### config.mk
export PLATFORM = sky130hd
export DESIGN_NAME = if_id_stage_buf
export DESIGN_NICKNAME = d
export VERILOG_FILES = /design/src/rtl/if_id_stage_buf.sv
export SDC_FILE = /design/constraint.sdc
export NUM_CORES = 1
export LEC_CHECK = 0
export ABC_AREA = 1
export CAP_MARGIN = 10
export CORE_MARGIN = 2
export CORE_UTILIZATION = 32
export CTS_CLUSTER_SIZE = 20
export DETAILED_ROUTE_END_ITERATION = 16
export SKIP_LAST_GASP = 1
export SYNTH_ARGS = -nofsm -noshare
export SYNTH_HDL_FRONTEND = slang
export SYNTH_SLANG_ARGS = --single-unit
### constraint.sdc
create_clock -name clk -period 5.6 [get_ports clk]
set_clock_uncertainty 0.1 [all_clocks]
set_input_delay 1.12 -clock clk [delete_from_list [all_inputs] [get_ports clk]]
set_output_delay 1.12 -clock clk [all_outputs]
set_load 0.005 [all_outputs]
### src/rtl/if_id_stage_buf.sv
// if_id_stage_buf: flow-controlled IF/ID pipeline register with a 2-entry
// skid buffer, branch/jump flush and registered MIPS R/I/J field decode.
// Optional feature macro: IF_ID_PERF_CNT_EN adds saturating stall/flush
// performance counters (ports stall_cnt, flush_cnt and parameter CNT_W).
module if_id_stage_buf #(
  parameter int unsigned PC_W      = 32,
  parameter logic [31:0] NOP_INSTR = 32'h0000_0000
`ifdef IF_ID_PERF_CNT_EN
  ,
  parameter int unsigned CNT_W     = 16
`endif
) (
  input  logic            clk,
  input  logic            rst_n,
  input  logic            if_valid,
  output logic            if_ready,
  input  logic [31:0]     if_instr,
  input  logic [PC_W-1:0] if_pc4,
  input  logic            flush,
  input  logic            id_ready,
  output logic            id_valid,
  output logic [31:0]     id_instr,
  output logic [PC_W-1:0] id_pc4,
  output logic [5:0]      id_opcode,
  output logic [4:0]      id_rs,
  output logic [4:0]      id_rt,
  output logic [4:0]      id_rd,
  output logic [4:0]      id_shamt,
  output logic [5:0]      id_func,
  output logic [15:0]     id_imm,
  output logic [25:0]     id_addr
`ifdef IF_ID_PERF_CNT_EN
  ,
  output logic [CNT_W-1:0] stall_cnt,
  output logic [CNT_W-1:0] flush_cnt
`endif
);

  // Occupancy encoded as {skid_valid, main_valid}; 2'b10 cannot be reached.
  typedef enum logic [1:0] {
    ST_EMPTY = 2'b00,
    ST_ONE   = 2'b01,
    ST_FULL  = 2'b11
  } state_e;

  state_e            r_state;
  logic [31:0]       r_main_instr;
  logic [PC_W-1:0]   r_main_pc4;
  logic [31:0]       r_skid_instr;
  logic [PC_W-1:0]   r_skid_pc4;

  logic              w_main_valid;
  logic              w_skid_valid;
  logic              w_accept;
  logic              w_consume;

  assign w_main_valid = r_state[0];
  assign w_skid_valid = r_state[1];

  // if_ready comes straight from the skid flag, so id_ready never reaches it.
  assign if_ready  = ~w_skid_valid;
  assign w_accept  = if_valid & if_ready;
  assign w_consume = w_main_valid & id_ready;

  // Head outputs are register-only; an empty stage shows a NOP with PC+4 of 0.
  assign id_valid  = w_main_valid;
  assign id_instr  = w_main_valid ? r_main_instr : NOP_INSTR;
  assign id_pc4    = w_main_valid ? r_main_pc4   : '0;

  assign id_opcode = id_instr[31:26];
  assign id_rs     = id_instr[25:21];
  assign id_rt     = id_instr[20:16];
  assign id_rd     = id_instr[15:11];
  assign id_shamt  = id_instr[10:6];
  assign id_func   = id_instr[5:0];
  assign id_imm    = id_instr[15:0];
  assign id_addr   = id_instr[25:0];

  // Occupancy FSM and payload moves; flush wins over every transfer and drops
  // any word offered in the same cycle.
  always_ff @(posedge clk or negedge rst_n) begin
    if (!rst_n) begin
      r_state      <= ST_EMPTY;
      r_main_instr <= NOP_INSTR;
      r_main_pc4   <= '0;
      r_skid_instr <= NOP_INSTR;
      r_skid_pc4   <= '0;
    end else if (flush) begin
      r_state <= ST_EMPTY;
    end else begin
      case (r_state)
        ST_EMPTY: begin
          if (w_accept) begin
            r_main_instr <= if_instr;
            r_main_pc4   <= if_pc4;
            r_state      <= ST_ONE;
          end
        end
        ST_ONE: begin
          if (w_accept && w_consume) begin
            r_main_instr <= if_instr;
            r_main_pc4   <= if_pc4;
          end else if (w_accept) begin
            r_skid_instr <= if_instr;
            r_skid_pc4   <= if_pc4;
            r_state      <= ST_FULL;
          end else if (w_consume) begin
            r_state <= ST_EMPTY;
          end
        end
        ST_FULL: begin
          if (w_consume) begin
            r_main_instr <= r_skid_instr;
            r_main_pc4   <= r_skid_pc4;
            r_state      <= ST_ONE;
          end
        end
        default: r_state <= ST_EMPTY;
      endcase
    end
  end

`ifdef IF_ID_PERF_CNT_EN
  // Saturating counters: decode back-pressure cycles and flushes that killed work.
  always_ff @(posedge clk or negedge rst_n) begin
    if (!rst_n) begin
      stall_cnt <= '0;
      flush_cnt <= '0;
    end else begin
      if (w_main_valid && !id_ready && (stall_cnt != '1))
        stall_cnt <= stall_cnt + CNT_W'(1);
      if (flush && (w_main_valid || w_skid_valid) && (flush_cnt != '1))
        flush_cnt <= flush_cnt + CNT_W'(1);
    end
  end
`endif

endmodule

==> results_dict.tcl <==
set metrics [dict create \
    gp_congestion 0.7981 \
    synth_cells 934 \
    irDropWorstVdd_v 0.0002357 \
    reg2reg_to "r_main_pc4[19]" \
    reg2reg_depth 8 \
    die_x_um 150.0 \
    synth_top_area_share_pct 47.72 \
    layout_commonest_cell "nand2_1" \
    critPathBufInv 3 \
    power.density_nw_per_um2 497.5 \
    syn_avg_cell_area_sq_um 7.298 \
    drc 0 \
    finalCritPeriodShare_pct 65.78 \
    power.leakage_nw 4.717 \
    synthesis.area_sq_um 6817 \
    core.rowCount 53 \
    grt_use_total_pct 14.79 \
    dpl.cell_count 1303 \
    required_ns 4.38 \
    yosysSeqAreaShare_pct 47.72 \
    critPathLaunch "r_state[0]" \
    cts_num_sinks 130 \
    num_vias 5706 \
    cts.clk_slew.worst_paths_ns 0.06 \
    grt_max_degree 97 \
    synth_nets 1007 \
    critPathTopFamily "buffers and inverters" \
    dp_hpwl_mm 10.67 \
    crit_cells 4 \
    worstReg2RegStart "r_state[0]" \
    first_pass_iters 4 \
    overflow 0 \
    max-cap-violations 0 \
    nets 1120 \
    portBuffers 208 \
    ys_warn_count 0 \
    crit_path_end "id_rs[2]" \
    routed_wl_mm 16.34 \
    fin_crit_ns 3.684 \
    place_area_sq_um 8552 \
    cp.arrival_ns 2.46 \
    n_antenna_cell 0 \
    rsz0062_at_grt "no" \
    setup.worst_path.end_class "primary output" \
    drt_iter0_drc 239 \
    dp_slack_ns 1.980 \
    cts_setup_buffers 0 \
    fin_area_sq_um 9186 \
    clock_latency_ns 0.42 \
    pin_count 209 \
    critical_path.max_fanout 41 \
    cts_resized 0 \
    layout_common_cells "nand2_1, clkdlybuf4s50_1, inv_1, dfrtp_1, o21ai_0" \
    crit_path_cell_trace "buf_4, nand2_1, inv_1, clkdlybuf4s50_1" \
    dieArea_sq_um 22490 \
    cts_inserted_buffers 17 \
    cts_hold_buf 0 \
    antenna_found_initial 1 \
    status "completed" \
    synth_area_leader_cell "dfrtp_1" \
    fp.dieH_um 150.0 \
    slew-limit-headroom_pct 22.79 \
    finalNonFillerCells 1335 \
    coreArea_sq_um 20960 \
    via_per_inst 4.274 \
    initial_core_util_pct 32.53 \
    final_max_slew_viol_count 0 \
    wl_per_cell_um 12.24 \
    setup_viol 0 \
    cpMaxStageDelayCell "dfrtp_2" \
    startpoint_type "flop" \
    criticalPathCategory "flop to primary output" \
    cts_tree "built" \
    ys_seq_elements 130 \
    syn_to_final_growth_pct 34.77 \
    cts-root-buf "clkbuf_16" \
    final_hold_viol_count 0 \
    ys_types 15 \
    tightest_slew_ns 1.155 \
    grt_pass1_wl_mm 26.09 \
    slowest_delay_ns 0.73 \
    grt_pass1_vias 5218 \
    ant_nets 0 \
    finalPower_mw 4.570 \
    clockBufferDepth 2 \
    post_route_cells_drive_above_1_share_pct 4.245 \
    hold_class "flop to flop" \
    cts_max_level 4 \
    layout_setup_ws_ns 1.916 \
    max_freq_mhz 271.5 \
    synth_area_leaders "dfrtp_1, nand2_1, buf_4" \
    fin_tns_setup_ns 0 \
    rrSetupSlack_ns 2.54 \
]
layout make-up:
type	count	area [sq um]
fill	2151	11770
sequential	130	3254
multi-input combinational	547	2295
timing repair buffer	215	2148
inverter	136	510.5
clock buffer	20	456.7
tap	275	344.1
clock inverter	12	177.7
where the power goes:
part / internal [mW] / total [mW] / switching (mW)
Sequential: 1.40 / 1.63 / 0.235
Combinational: 0.895 / 1.74 / 0.848
Clock: 0.770 / 1.19 / 0.425
Total: 3.06 / 4.57 / 1.51
state kept, by name, summed over array words and instances, names as in the netlist:
signal	cells
r_skid_instr	32
r_skid_pc4	32
r_state	2
r_main_instr	32
r_main_pc4	32
through the flow:
step / hold slack [ns] / utilization (%)
after floorplan: 0.3422 / -
after global placement: 0.3538 / 40.81
after detailed placement: 0.3583 / 40.81
after CTS: 0.3730 / 43.84
after global routing: 0.3854 / 43.84
final: 0.3670 / 43.84
per-layer routing:
| layer | share of wire, % | vias up | wire length [um] | global-route usage (%) |
|---|---|---|---|---|
| met2 | 48 | 152 | 7829 | 24.36 |
| li1 | - | 2944 | - | - |
| met1 | 46 | 2602 | 7510 | 19.02 |
| met5 | 0.067 | - | 11 | 0 |
| met4 | 0.54 | 2 | 89 | 4.104 |
| met3 | 5.5 | 6 | 897 | 4.177 |
worst min-delay path by stage:
stage | cells past startpoint | startpoint | end | slack [ns]
after detailed placement | 2 | r_main_pc4[1] | r_main_pc4[1] | 0.36
after global placement | 2 | r_main_instr[28] | r_main_instr[28] | 0.35
after CTS | 2 | r_main_instr[23] | r_main_instr[23] | 0.37
final | 2 | r_main_instr[30] | r_main_instr[30] | 0.37
after floorplan | 2 | r_main_instr[0] | r_main_instr[0] | 0.34
after global routing | 2 | r_main_pc4[29] | r_main_pc4[29] | 0.39
tightest hold or removal path: cells and delay by family, from the launching register on:
family           cells  cell delay, ns
and+or+nand+nor      2            0.09
DFF                  1            0.34
synth_stat cells, drive strengths merged:
cell type and n:
dfrtp 130, o21ai 99, clkbuf 23, nand4 1, nand3 6, buf 98
inv 135, a21oi 32, clkinv 1, nor2 37, ha 4, nand2 368
cells by family (layout without fill, tap and decap cells):
| family | after synthesis | in the layout | share of synthesized area [%] |
|---|---|---|---|
| AO/OA/AOI/OAI | 131 | 131 | 9.618 |
| adder cells (fa/ha/maj) | 4 | 4 | 0.7342 |
| buffers and inverters | 257 | 383 | 18.89 |
| flip-flops | 130 | 130 | 47.72 |
| AND/OR/NAND/NOR | 412 | 412 | 23.04 |
(Power assumes the default switching activity.)
